$ cat src/rtl/uart_tx_cfg.sv
// Configurable UART transmitter: start bit, 5..9 data bits (LSB first), optional parity, 1 or 2 stop bits.
// The line is registered; the last stop cycle doubles as the tx_done/tx_ready cycle so held requests go back-to-back.
module uart_tx_cfg #(
    parameter int CLKS_PER_BIT = 868,
    parameter int DATA_BITS    = 8,
    parameter int PARITY       = 0,
    parameter int STOP_BITS    = 1
) (
    input  logic                 clk,
    input  logic                 rst,
    input  logic                 tx_valid,
    input  logic [DATA_BITS-1:0] tx_data,
    output logic                 tx_ready,
    output logic                 tx_busy,
    output logic                 tx_done,
    output logic                 uart_txd
);

    localparam int PAR_EFF  = (PARITY == 1 || PARITY == 2) ? PARITY : 0;
    localparam int STOP_EFF = (STOP_BITS == 2) ? 2 : 1;
    localparam int CNT_W    = (CLKS_PER_BIT > 1) ? $clog2(CLKS_PER_BIT) : 1;

    typedef enum logic [2:0] {
        IDLE  = 3'd0,
        START = 3'd1,
        DATA  = 3'd2,
        PAR   = 3'd3,
        STOP  = 3'd4
    } state_t;

    state_t               state, state_nxt;
    logic [CNT_W-1:0]     cnt, cnt_nxt;
    logic [3:0]           idx, idx_nxt;
    logic [DATA_BITS-1:0] shreg, shreg_nxt;
    logic                 par_bit, par_nxt;
    logic                 txd_q, txd_nxt;
    logic                 done_q, done_nxt;
    logic                 bit_end;
    logic                 last_stop_end;

    // Handshake: a request transfers on a rising edge with tx_valid=1 and tx_ready=1; otherwise it is dropped.
    assign tx_ready = (state == IDLE);
    assign tx_busy  = ~tx_ready;
    assign tx_done  = done_q;
    assign uart_txd = txd_q;

    assign bit_end       = (cnt == CNT_W'(CLKS_PER_BIT - 1));
    assign last_stop_end = (idx == 4'(STOP_EFF - 1)) && (cnt == CNT_W'(CLKS_PER_BIT - 2));

    always_ff @(posedge clk or posedge rst) begin
        if (rst) begin
            state   <= IDLE;
            cnt     <= '0;
            idx     <= '0;
            shreg   <= '0;
            par_bit <= 1'b0;
            txd_q   <= 1'b1;
            done_q  <= 1'b0;
        end else begin
            state   <= state_nxt;
            cnt     <= cnt_nxt;
            idx     <= idx_nxt;
            shreg   <= shreg_nxt;
            par_bit <= par_nxt;
            txd_q   <= txd_nxt;
            done_q  <= done_nxt;
        end
    end

    always_comb begin
        state_nxt = state;
        cnt_nxt   = cnt + 1'b1;
        idx_nxt   = idx;
        shreg_nxt = shreg;
        par_nxt   = par_bit;
        txd_nxt   = txd_q;
        done_nxt  = 1'b0;
        unique case (state)
            IDLE: begin
                cnt_nxt = '0;
                idx_nxt = '0;
                txd_nxt = 1'b1;
                if (tx_valid) begin
                    state_nxt = START;
                    shreg_nxt = tx_data;
                    // Odd parity is the inverted XOR reduction of the payload.
                    par_nxt   = (^tx_data) ^ (PAR_EFF == 1);
                    txd_nxt   = 1'b0;
                end
            end
            START: begin
                if (bit_end) begin
                    state_nxt = DATA;
                    cnt_nxt   = '0;
                    idx_nxt   = '0;
                    txd_nxt   = shreg[0];
                end
            end
            DATA: begin
                if (bit_end) begin
                    cnt_nxt   = '0;
                    shreg_nxt = shreg >> 1;
                    if (idx == 4'(DATA_BITS - 1)) begin
                        idx_nxt = '0;
                        if (PAR_EFF != 0) begin
                            state_nxt = PAR;
                            txd_nxt   = par_bit;
                        end else begin
                            state_nxt = STOP;
                            txd_nxt   = 1'b1;
                        end
                    end else begin
                        idx_nxt = idx + 4'd1;
                        txd_nxt = shreg[1];
                    end
                end
            end
            PAR: begin
                if (bit_end) begin
                    state_nxt = STOP;
                    cnt_nxt   = '0;
                    idx_nxt   = '0;
                    txd_nxt   = 1'b1;
                end
            end
            STOP: begin
                txd_nxt = 1'b1;
                // Leave one cycle early: the IDLE/done cycle is the final stop cycle on the line.
                if (last_stop_end) begin
                    state_nxt = IDLE;
                    cnt_nxt   = '0;
                    idx_nxt   = '0;
                    done_nxt  = 1'b1;
                end else if (bit_end) begin
                    cnt_nxt = '0;
                    idx_nxt = idx + 4'd1;
                end
            end
            default: begin
                state_nxt = IDLE;
                cnt_nxt   = '0;
                idx_nxt   = '0;
                txd_nxt   = 1'b1;
            end
        endcase
    end

endmodule

$ cat config.mk
export PLATFORM = sky130hd
export DESIGN_NAME = uart_tx_cfg
export DESIGN_NICKNAME = d
export VERILOG_FILES = /design/src/rtl/uart_tx_cfg.sv
export SDC_FILE = /design/constraint.sdc
export NUM_CORES = 1
export LEC_CHECK = 0
export CAP_MARGIN = 20
export CORE_MARGIN = 2
export CORE_UTILIZATION = 40
export CTS_BUF_LIST = sky130_fd_sc_hd__clkbuf_16
export CTS_CLUSTER_DIAMETER = 150
export CTS_CLUSTER_SIZE = 20
export DETAILED_ROUTE_END_ITERATION = 8
export GPL_TIMING_DRIVEN = 0
export PLACE_DENSITY_LB_ADDON = 0.1
export SLEW_MARGIN = 30
export SYNTH_ARGS = -nofsm -noshare
export SYNTH_HDL_FRONTEND = slang
export SYNTH_SLANG_ARGS = --single-unit
$ cat constraint.sdc
create_clock -name clk -period 2.1 [get_ports clk]
set_input_delay 0.42 -clock clk [delete_from_list [all_inputs] [get_ports clk]]
set_output_delay 0.42 -clock clk [all_outputs]
set_load 0.01 [all_outputs]
==> reports/qor.log, run 1 <==
[outcome] result of the run finished clean
[worst_hold_path] depth of the worst hold-timing path 1
[worst_setup_path] cell with the largest stage delay on the worst path sky130_fd_sc_hd__clkdlybuf4s50_1
[cells_and_area] share of layout cells above drive strength 1 27.16%
[routing] antenna violation net count after detailed routing 0
[worst_setup_path] Critical Path AT 1.53 ns
[global_routing] GRT overflow 0
[routing] wire length after detailed routing 2.889 mm
[logic_synthesis] cell area after synthesis 1615 sq um
[worst_hold_path] worst hold path class reg -> reg
[clocking] clock tree from TritonCTS yes
[clocking] number of setup buffers added after CTS 0
[die] row count 23
[logic_synthesis] leading cell types by count after synthesis sky130_fd_sc_hd__dfrtp_1 (26), sky130_fd_sc_hd__inv_1 (12), sky130_fd_sc_hd__nand3_1 (9)
[logic_synthesis] simple-gate portion of the synthesized area 22.31%
[cells_and_area] total number of nets in the final design 178
[logic_synthesis] main combinational cell family by area after synthesis simple AND/OR/NAND/NOR gates
[worst_setup_path] total buffers and inverters traversed by the critical path 2
[die] die boundary width 67.55 microns
[global_routing] antenna violations before repair 0
[die] die footprint 4562 sq um
[logic_synthesis] library cell with the largest summed area after synthesis sky130_fd_sc_hd__dfrtp_1
[routing] per-cell via count in the routed design 4.995
[die] Core Footprint 3943 sq um
[global_routing] overall track demand over capacity in global routing 14.99%
[worst_setup_path] critical path's largest stage delay 0.49 ns
[worst_setup_path] Critical Path Fanout Max 10
[logic_synthesis] multiplexer fraction of the synthesized cell area 13.48%
[worst_setup_path] Worst R2R Setup Slack 0.16 ns
[logic_synthesis] fraction of registers with async set/reset 100.0%
[clocking] H-tree depth reported by CTS 1
[logic_synthesis] synthesized netlist cell count 144
[logic_synthesis] Post-Synth XOR/XNOR Area 4.338%
[clocking] Reg clk slew, reported paths 0.07 ns
[clocking] clock tree sinks 27
[logic_synthesis] number of warnings reported in the yosys synthesis log 0
[logic_synthesis] number of synthesized flops with an enable pin 0
[cells_and_area] filler cell count in the final layout 362
[die] initial standard-cell utilization of the core 40.97%
[cells_and_area] number of inserted diodes 0
[place] count of port buffers added during placement 14
[clocking] Root Buffer sky130_fd_sc_hd__clkbuf_16
[logic_synthesis] fraction of the mapped netlist area in compound gates 7.901%
[clocking] post-cts hold buffer count 0
[worst_setup_path] Critical Path, Cell by Cell buf_2 -> nor2_4 -> nand2_1 -> clkdlybuf4s50_1
[worst_setup_path] length in cells of the worst reg-to-reg path 5
[logic_synthesis] post-synth net total 159
[sta] worst-case headroom to the max-slew limit 56.96%
[sta] Final setup viols 0
[sta] number of pins with negative max-slew slack in the final report 0
[worst_setup_path] destination of the worst register-to-register timing path shreg[1]
[logic_synthesis] share of the synthesized area in the top cell type 40.28%
[global_routing] number of global-route vias before repair 1,106
[place] HPWL after detailed placement 2.151 mm
[sta] Worst-Margin Slew 0.6426 ns
[clocking] clk_lat worst skew 0.26 ns
[die] number of placed I/O pins 15
[worst_setup_path] Worst Setup Path Type reg -> out
[clocking] maximum buffer depth of the clock tree 2
[sta] fmax 511.5 MHz
[global_routing] maximum number of pins on one net before global-route repair 28
[logic_synthesis] portion of the post-synthesis area used by sequential elements 41.91%
[routing] count of TritonRoute iterations in the first routing pass 4
[logic_synthesis] arithmetic-cell share of the synthesized area counting full adders, half adders and majority gates 3.098%
[power] leak pwr 0.8054 nW
[die] Vert. Die Dim 67.55 microns
[worst_setup_path] startpoint class of the critical path register
[logic_synthesis] flip-flop and latch count after synthesis 27
[logic_synthesis] distinct cell type count after synthesis 45
[routing] total via count after detailed routing 1,059
[worst_hold_path] Hold EP shreg[3]
[place] final weighted congestion in routability-driven placement 0.8014
[global_routing] first-pass GRT wire length 5.099 mm
[sta] maximum clock skew at final layout 0.004541 ns
[sta] unrepaired setup endpoints after global routing no
[worst_setup_path] gate family responsible for the most delay along the worst path buffers and inverters
[sta] final clock period utilization by the worst path 93.09%
[cells_and_area] area growth from synthesis to layout 18.28%
[worst_hold_path] startpoint of the worst hold path shreg[3]
[worst_setup_path] critical path capture point type output pin
[logic_synthesis] most numerous cell in the Yosys netlist sky130_fd_sc_hd__dfrtp_1
[sta] total negative slack for setup checks 0 ns
[logic_synthesis] Primary FF master, synth sky130_fd_sc_hd__dfrtp_1
[logic_synthesis] Mean Syn Cell Area 11.22 sq um
[routing] DRC marker count from the first detailed-route iteration 33
[routing] final routed DRC violation total 0
[routing] mean routed wirelength per cell 13.63 microns
[power] Power per Cell Area 515.1 nW/um^2
[worst_setup_path] data required time at the worst endpoint 1.68 ns
[run] number of max-capacitance violations reported 0
[sta] clock period minus worst slack 1.955 ns
[power] worst voltage drop across the vdd grid 264.5 uV
[sta] hold violation total from the final report 0
[clocking] Inserted Clock Buffers 3
[power] Power, Total 0.9841 mW
[worst_setup_path] worst reg2reg path startpoint state[1]
[logic_synthesis] Synth area leaders sky130_fd_sc_hd__dfrtp_1 (40%), sky130_fd_sc_hd__mux2_4 (5.6%), sky130_fd_sc_hd__nor2_4 (5.6%)
## worst max-delay path by stage
stage	startpoint	cells after the start	to
2_1_floorplan	cnt[0]	8	cnt[5]
3_5_place_dp	cnt[0]	8	cnt[3]
4_1_cts	cnt[0]	8	cnt[3]
3_3_place_gp	cnt[0]	8	cnt[2]
6_report	state[1]	4	tx_busy
5_1_grt	state[1]	5	shreg[2]
## cell type report
type / count / area [sq um] / share of cell area, %
Buffer: 7 / 63.81 / 3.340
Clock buffer: 3 / 75.07 / 3.929
Clock inverter: 1 / 5.005 / 0.2620
Inverter: 13 / 48.80 / 2.554
Multi-Input combinational cell: 97 / 839.6 / 43.94
Sequential cell: 27 / 676.9 / 35.43
Tap cell: 50 / 62.56 / 3.274
Timing Repair Buffer: 14 / 138.9 / 7.269
## logic make-up after synthesis
group                    count (synthesis)
AND/OR/NAND/NOR                         49
flip-flops                              27
buffers and inverters                   20
AO/OA/AOI/OAI                           18
multiplexers                            18
XOR/XNOR                                 8
adder cells (fa/ha/maj)                  4
## per-layer routing
layer  wire [microns]  track usage (%)  vias to the layer above
met2             1397            24.39                       11
met3               62            2.500                        2
met4               26            4.592                        0
met1             1402            20.38                      506
met5                0                0                        -
li1                 -                -                      540
## cells in the final DEF, fill, tap and decap left out, types with 2 or more instances in the layout
| cell type | netlist | routed |
|---|---|---|
| sky130_fd_sc_hd__mux2_2 | 6 | 6 |
| sky130_fd_sc_hd__o221ai_1 | 3 | 3 |
| sky130_fd_sc_hd__mux2_4 | 6 | 6 |
| sky130_fd_sc_hd__nor2b_1 | 3 | 3 |
| sky130_fd_sc_hd__xor2_1 | 3 | 3 |
| sky130_fd_sc_hd__nor3_1 | 3 | 3 |
| sky130_fd_sc_hd__o211ai_1 | 3 | 3 |
| sky130_fd_sc_hd__nand4b_1 | 2 | 2 |
| sky130_fd_sc_hd__buf_2 | 3 | 3 |
| sky130_fd_sc_hd__o21ai_0 | 4 | 4 |
| sky130_fd_sc_hd__mux2i_1 | 6 | 6 |
| sky130_fd_sc_hd__ha_1 | 4 | 4 |
| sky130_fd_sc_hd__nor2_1 | 5 | 4 |
| sky130_fd_sc_hd__clkbuf_16 | 0 | 3 |
| sky130_fd_sc_hd__nand2_1 | 4 | 4 |
| sky130_fd_sc_hd__clkdlybuf4s50_1 | 0 | 13 |
| sky130_fd_sc_hd__xnor2_1 | 5 | 5 |
| sky130_fd_sc_hd__inv_2 | 1 | 3 |
| sky130_fd_sc_hd__nand3_1 | 9 | 9 |
| sky130_fd_sc_hd__buf_6 | 3 | 3 |
| sky130_fd_sc_hd__inv_1 | 12 | 10 |
| sky130_fd_sc_hd__nor2_4 | 8 | 9 |
| sky130_fd_sc_hd__nor2_2 | 2 | 2 |
| sky130_fd_sc_hd__dfrtp_1 | 26 | 26 |
## through the flow
| stage | worst slack, ns | hold slack, ns | utilization (%) | std cells | instance area [sq um] |
|---|---|---|---|---|---|
| floorplan | 0.3169 | 0.4720 | - | 144 | 1615 |
| global placement | 0.1121 | 0.4931 | 46.11 | 208 | 1818 |
| detailed placement | 0.09766 | 0.4951 | 46.11 | 208 | 1818 |
| CTS | 0.08574 | 0.5172 | 48.30 | 212 | 1904 |
| global route | 0.02768 | 0.5403 | 48.46 | 212 | 1911 |
| finish | 0.1451 | 0.5151 | 48.46 | 212 | 1911 |
## worst reg2reg max path: cells and delay by family, from the launching register on
| family | cells | cell delay, ns |
|---|---|---|
| mux | 2 | 0.61 |
| buf+inv | 2 | 0.52 |
| simple gates | 1 | 0.38 |
| flops | 1 | 0.32 |
## registers in the layout, indices dropped and copies added, names as in the netlist
| signal | cells |
|---|---|
| uart_txd | 1 |
| idx | 4 |
| cnt | 10 |
| tx_done | 1 |
| state | 3 |
| shreg | 8 |
## power by group
part	switching, mW	leakage, nW	internal, mW
Combinational	0.0149	0.421	0.0210
Sequential	0	0.344	0.520
Clock	0.172	0.0409	0.257
## repair_timing
action / in CTS / in global routing
setup endpoints to repair: 1 / 12
hold endpoints to repair: 0 / 0
pin swaps: 0 / 0
resized for setup: 4 / 1
(Power assumes the default switching activity.)
==> run 2: changes to the inputs <==
GPL_ROUTABILITY_DRIVEN = 0   (was unset)
PLACE_DENSITY = 0.61   (was unset)
PLACE_DENSITY_LB_ADDON = unset   (was 0.1)
==> reports/qor.log, run 2 (same netlist as run 1, synthesis figures left out) <==
[outcome] result of the run finished clean
[routing] antenna violation net count after detailed routing 0
[sta] clock period minus worst slack 1.941 ns
[routing] wire length after detailed routing 2.898 mm
[worst_setup_path] Worst R2R Setup Slack 0.16 ns
[clocking] number of setup buffers added after CTS 0
[clocking] clock tree from TritonCTS yes
[routing] WL met3 104 microns
[sta] total negative slack for setup checks 0 ns
[routing] final routed DRC violation total 0
[sta] fmax 515.1 MHz
[power] Seq pwr share 52.7%
[cells_and_area] Final Instance Area 1904 sq um
[routing] DRC marker count from the first detailed-route iteration 31
[sta] Worst-Margin Slew 0.5756 ns
[power] proportion of power drawn by the clock network 43.6%
[cells_and_area] commonest non-fill, non-tap cells in the layout sky130_fd_sc_hd__dfrtp_1 (26), sky130_fd_sc_hd__clkdlybuf4s50_1 (13), sky130_fd_sc_hd__inv_1 (12)
[worst_setup_path] Worst Setup Path Type reg -> out
[cells_and_area] area growth from synthesis to layout 17.89%
[routing] total via count after detailed routing 1,084
[cells_and_area] Top Registers cnt (10), shreg (8), idx (4)
[die] number of placed I/O pins 15
[place] cell area after placement 1818 sq um
[power] fraction of power spent switching nets 19.37%
[routing] count of TritonRoute iterations in the first routing pass 4
[sta] final clock period utilization by the worst path 92.45%
[global_routing] maximum number of pins on one net before global-route repair 28
[cells_and_area] share of layout cells above drive strength 1 25.93%
[clocking] H-tree depth reported by CTS 1
[global_routing] GRT overflow 0
[run] number of max-capacitance violations reported 0
[routing] mean routed wirelength per cell 13.67 microns
[power] Comb pwr share 3.7%
[die] die boundary width 67.55 microns
[global_routing] overall track demand over capacity in global routing 14.88%
[worst_setup_path] cell with the largest stage delay on the worst path sky130_fd_sc_hd__clkdlybuf4s50_1
[die] initial standard-cell utilization of the core 40.97%
[die] row count 23
[cells_and_area] register with the highest flop count cnt
[worst_setup_path] critical path capture point type output pin
[power] internal power consumption 0.7959 mW
[sta] Final setup viols 0
[die] Vert. Die Dim 67.55 microns
[cells_and_area] Largest register FFs 10
[worst_setup_path] Critical Path AT 1.52 ns
[cells_and_area] most common library cell in the layout ignoring fill and taps sky130_fd_sc_hd__dfrtp_1
[global_routing] number of global-route vias before repair 1,089
[clocking] maximum buffer depth of the clock tree 2
[worst_setup_path] Critical Path Fanout Max 10
[power] leak pwr 0.8090 nW
[routing] met1 wire length 1.398 mm
[power] worst voltage drop across the vdd grid 350.8 uV
[global_routing] first-pass GRT wire length 5.161 mm
[worst_hold_path] worst hold path class reg -> reg
[cells_and_area] total number of nets in the final design 178
[sta] number of pins with negative max-slew slack in the final report 0
[power] Psw 0.1912 mW
[clocking] Reg clk slew, reported paths 0.06 ns
[place] count of port buffers added during placement 14
[sta] unrepaired setup endpoints after global routing no
[power] Power per Cell Area 518.3 nW/um^2
[place] HPWL after detailed placement 2.100 mm
[worst_setup_path] critical path's largest stage delay 0.48 ns
[worst_setup_path] data required time at the worst endpoint 1.68 ns
[sta] worst-case headroom to the max-slew limit 61.57%
[die] Core Footprint 3943 sq um
[worst_setup_path] Critical Path, Cell by Cell buf_2 -> nor2_2 -> nand2_1 -> clkdlybuf4s50_1
[die] die footprint 4562 sq um
[place] Setup WS pre-CTS 0.09029 ns
[routing] per-cell via count in the routed design 5.113
[sta] final setup slack of the worst path 0.1586 ns
[sta] maximum clock skew at final layout 0.009264 ns
[sta] hold violation total from the final report 0
[global_routing] antenna violations before repair 0
[cells_and_area] number of inserted diodes 0
[clocking] clk_lat worst skew 0.26 ns
[clocking] Root Buffer sky130_fd_sc_hd__clkbuf_16
[clocking] Inserted Clock Buffers 3
[routing] Met2 Wirelength 1.374 mm
[worst_setup_path] startpoint class of the critical path register
[clocking] clock tree sinks 27
[routing] Max Used Layer met4
run 2: layer usage:
layer	up-vias	global-route usage (%)
li1	539	-
met1	530	20.02
met2	13	24.02
met3	2	4.000
met4	0	3.061
met5	-	0
run 2: layout make-up:
type / count / area [sq um]
buffer: 7 / 63.81
clock buffer: 3 / 75.07
clock inverter: 1 / 3.754
fill: 348 / 2038
inverter: 13 / 48.80
multi-input combinational: 97 / 834.6
sequential: 27 / 676.9
tap: 50 / 62.56
timing repair buffer: 14 / 138.9
run 2: power groups by stage:
stage                     Combinational (mW)  Sequential (mW)  Clock [mW]
after global routing                  0.0403            0.519       0.467
after floorplan                       0.0138            0.530           0
after detailed placement              0.0379            0.530           0
final                                 0.0365            0.520       0.431
after global placement                0.0366            0.530           0
after CTS                             0.0382            0.520       0.443
run 2: stage by stage:
step	hold WS [ns]	power, mW	std cells	utilization, %
global route	0.5191	1.027	212	48.30
detailed placement	0.4915	0.5676	208	46.11
global placement	0.4920	0.5664	208	46.11
floorplan	0.4720	0.5436	144	-
finish	0.5125	0.9871	212	48.30
CTS	0.5136	1.001	212	48.14
run 2: worst paths after layout:
path / startpoint / endpoint / cells past startpoint
hold / removal: shreg[6] / shreg[6] / 1
min in group asynchronous: rst / state[2] / 2
setup reg to reg: state[0] / shreg[2] / 5
hold reg to reg: shreg[6] / shreg[6] / 1
setup / recovery: state[1] / tx_busy / 4
max in group asynchronous: rst / shreg[0] / 2
run 2: worst max-delay path: cells and delay by family (launching register included):
kind	cells	cell delay (ns)
flip-flops	1	0.35
AND/OR/NAND/NOR	2	0.27
buffers and inverters	2	0.65
run 2: what timing repair did:
item                                    CTS  global route
endpoints found under the setup margin    1            15
endpoints found under the hold margin     0             0
resized for setup                         2             1
hold buffers                              0             0
==> run 3: changes to the inputs <==
ABC_CLOCK_PERIOD_IN_PS = 2100   (was unset)
MAX_ROUTING_LAYER = met4   (was unset)
==> reports/qor.log, run 3 (same netlist as run 1, synthesis figures left out) <==
[power] internal power consumption 0.7957 mW
[worst_setup_path] Worst Setup Path Type reg -> reg
[routing] DRC marker count from the first detailed-route iteration 30
[place] Setup WS pre-CTS 0.09029 ns
[cells_and_area] commonest non-fill, non-tap cells in the layout sky130_fd_sc_hd__dfrtp_1 (26), sky130_fd_sc_hd__clkdlybuf4s50_1 (13), sky130_fd_sc_hd__inv_1 (12)
[sta] unrepaired setup endpoints after global routing no
[sta] Final setup viols 0
[die] Vert. Die Dim 67.55 microns
[cells_and_area] area growth from synthesis to layout 17.89%
[routing] mean routed wirelength per cell 13.58 microns
[worst_setup_path] startpoint class of the critical path register
[cells_and_area] combined area of the multi-input logic cells 834.6 sq um
[power] Psw 0.1852 mW
[clocking] clock tree sinks 27
[sta] final setup slack of the worst path 0.1517 ns
[run] number of max-capacitance violations reported 0
[clocking] clock tree from TritonCTS yes
[global_routing] number of global-route vias before repair 1,086
[die] Core Footprint 3943 sq um
[sta] Hold WS 0.5125 ns
[routing] wire length after detailed routing 2.879 mm
[cells_and_area] Top Registers cnt (10), shreg (8), idx (4)
[worst_setup_path] critical path capture point type register
[cells_and_area] Non-Filler Instances 212
[clocking] Inserted Clock Buffers 3
[sta] clock period minus worst slack 1.948 ns
[power] fraction of power spent switching nets 18.88%
[worst_hold_path] worst hold path class reg -> reg
[sta] fmax 513.3 MHz
[power] Comb pwr share 3.7%
[worst_setup_path] worst reg2reg path startpoint state[0]
[global_routing] maximum number of pins on one net before global-route repair 28
[routing] total via count after detailed routing 1,078
[cells_and_area] share of layout cells above drive strength 1 25.93%
[power] Power, Total 0.9809 mW
[sta] number of pins with negative max-slew slack in the final report 0
[place] DP Cell Count 208
[global_routing] GRT overflow 0
[worst_hold_path] startpoint of the worst hold path shreg[6]
[outcome] result of the run finished clean
[sta] total negative slack for setup checks 0 ns
[worst_setup_path] endpoint of the worst setup timing path shreg[2]
[cells_and_area] register with the highest flop count cnt
[clocking] Root Buffer sky130_fd_sc_hd__clkbuf_16
[cells_and_area] Largest register FFs 10
[die] initial standard-cell utilization of the core 40.97%
[power] worst voltage drop across the vdd grid 350.0 uV
[routing] count of TritonRoute iterations in the first routing pass 4
[worst_setup_path] Critical Path AT 2.09 ns
[global_routing] overall track demand over capacity in global routing 15.35%
[routing] antenna violation net count after detailed routing 0
[routing] per-cell via count in the routed design 5.085
[die] row count 23
[worst_setup_path] destination of the worst register-to-register timing path shreg[2]
[clocking] maximum buffer depth of the clock tree 2
[clocking] clk_lat worst skew 0.26 ns
[clocking] H-tree depth reported by CTS 1
[cells_and_area] fin util 48.30%
[sta] final clock period utilization by the worst path 92.78%
[worst_setup_path] CP startpoint state[0]
[global_routing] antenna violations before repair 0
[die] die boundary width 67.55 microns
[cells_and_area] most common library cell in the layout ignoring fill and taps sky130_fd_sc_hd__dfrtp_1
[cells_and_area] Final Instance Area 1904 sq um
[power] proportion of power drawn by the clock network 43.3%
[die] die footprint 4562 sq um
[cells_and_area] total number of nets in the final design 178
[die] number of placed I/O pins 15
[worst_setup_path] Worst R2R Setup Slack 0.15 ns
[power] Seq pwr share 53.0%
[place] cell area after placement 1818 sq um
[place] count of port buffers added during placement 14
[cells_and_area] filler cell count in the final layout 348
[sta] Worst-Margin Slew 0.5830 ns
[power] Power per Cell Area 515.1 nW/um^2
[cells_and_area] storage element area 676.9 sq um
[global_routing] first-pass GRT wire length 5.181 mm
[cells_and_area] number of inserted diodes 0
[sta] worst-case headroom to the max-slew limit 61.07%
[routing] final routed DRC violation total 0
[clocking] Reg clk slew, reported paths 0.07 ns
[worst_setup_path] data required time at the worst endpoint 2.24 ns
[worst_setup_path] Critical Path Fanout Max 10
[place] HPWL after detailed placement 2.100 mm
[sta] maximum clock skew at final layout 0.006305 ns
[worst_setup_path] length in cells of the worst reg-to-reg path 5
[sta] hold violation total from the final report 0
[power] leak pwr 0.8090 nW
==> run 3: power groups by stage <==
stage / registers [mW] / logic [mW] / clock network [mW]
global route: 0.519 / 0.0404 / 0.467
global placement: 0.530 / 0.0366 / 0
floorplan: 0.530 / 0.0138 / 0
CTS: 0.520 / 0.0382 / 0.443
detailed placement: 0.530 / 0.0379 / 0
finish: 0.520 / 0.0366 / 0.424
==> run 3: worst min path at each step <==
stage | slack [ns] | cells past startpoint | endpoint
final | 0.51 | 1 | shreg[6]
after global routing | 0.52 | 1 | shreg[6]
after CTS | 0.51 | 1 | shreg[6]
after detailed placement | 0.49 | 1 | shreg[6]
after global placement | 0.49 | 1 | shreg[2]
after floorplan | 0.47 | 1 | cnt[0]
==> run 3: final cells by class <==
class	instances	area share [%]
multi-input cells	97	43.82
flip-flops and latches	27	35.55
repair buffers	14	7.293
clock buffers	3	3.942
plain buffers	7	3.351
well taps	50	3.285
inverters	13	2.562
clock inverters	1	0.1971
==> run 3: critical path: stages (launching register included) <==
cell and delay (ns):
sky130_fd_sc_hd__dfrtp_1 0.35, sky130_fd_sc_hd__buf_2 0.17, sky130_fd_sc_hd__nor3b_2 0.37, sky130_fd_sc_hd__buf_2 0.31
sky130_fd_sc_hd__mux2_2 0.37, sky130_fd_sc_hd__mux2_4 0.26
==> run 3: timing repair <==
action | in CTS | in global routing
endpoints found under the hold margin | 0 | 0
resized for setup | 2 | 1
setup endpoints to repair | 1 | 15
setup buffers | 0 | 0
hold buffers | 0 | 0
==> run 3: metal layers <==
layer	vias up	global-route usage (%)	share of wire [%]
li1	540	-	-
met5	-	-	0
met4	0	3.061	0.76
met2	11	23.90	48
met3	2	4.000	3.3
met1	525	20.23	48
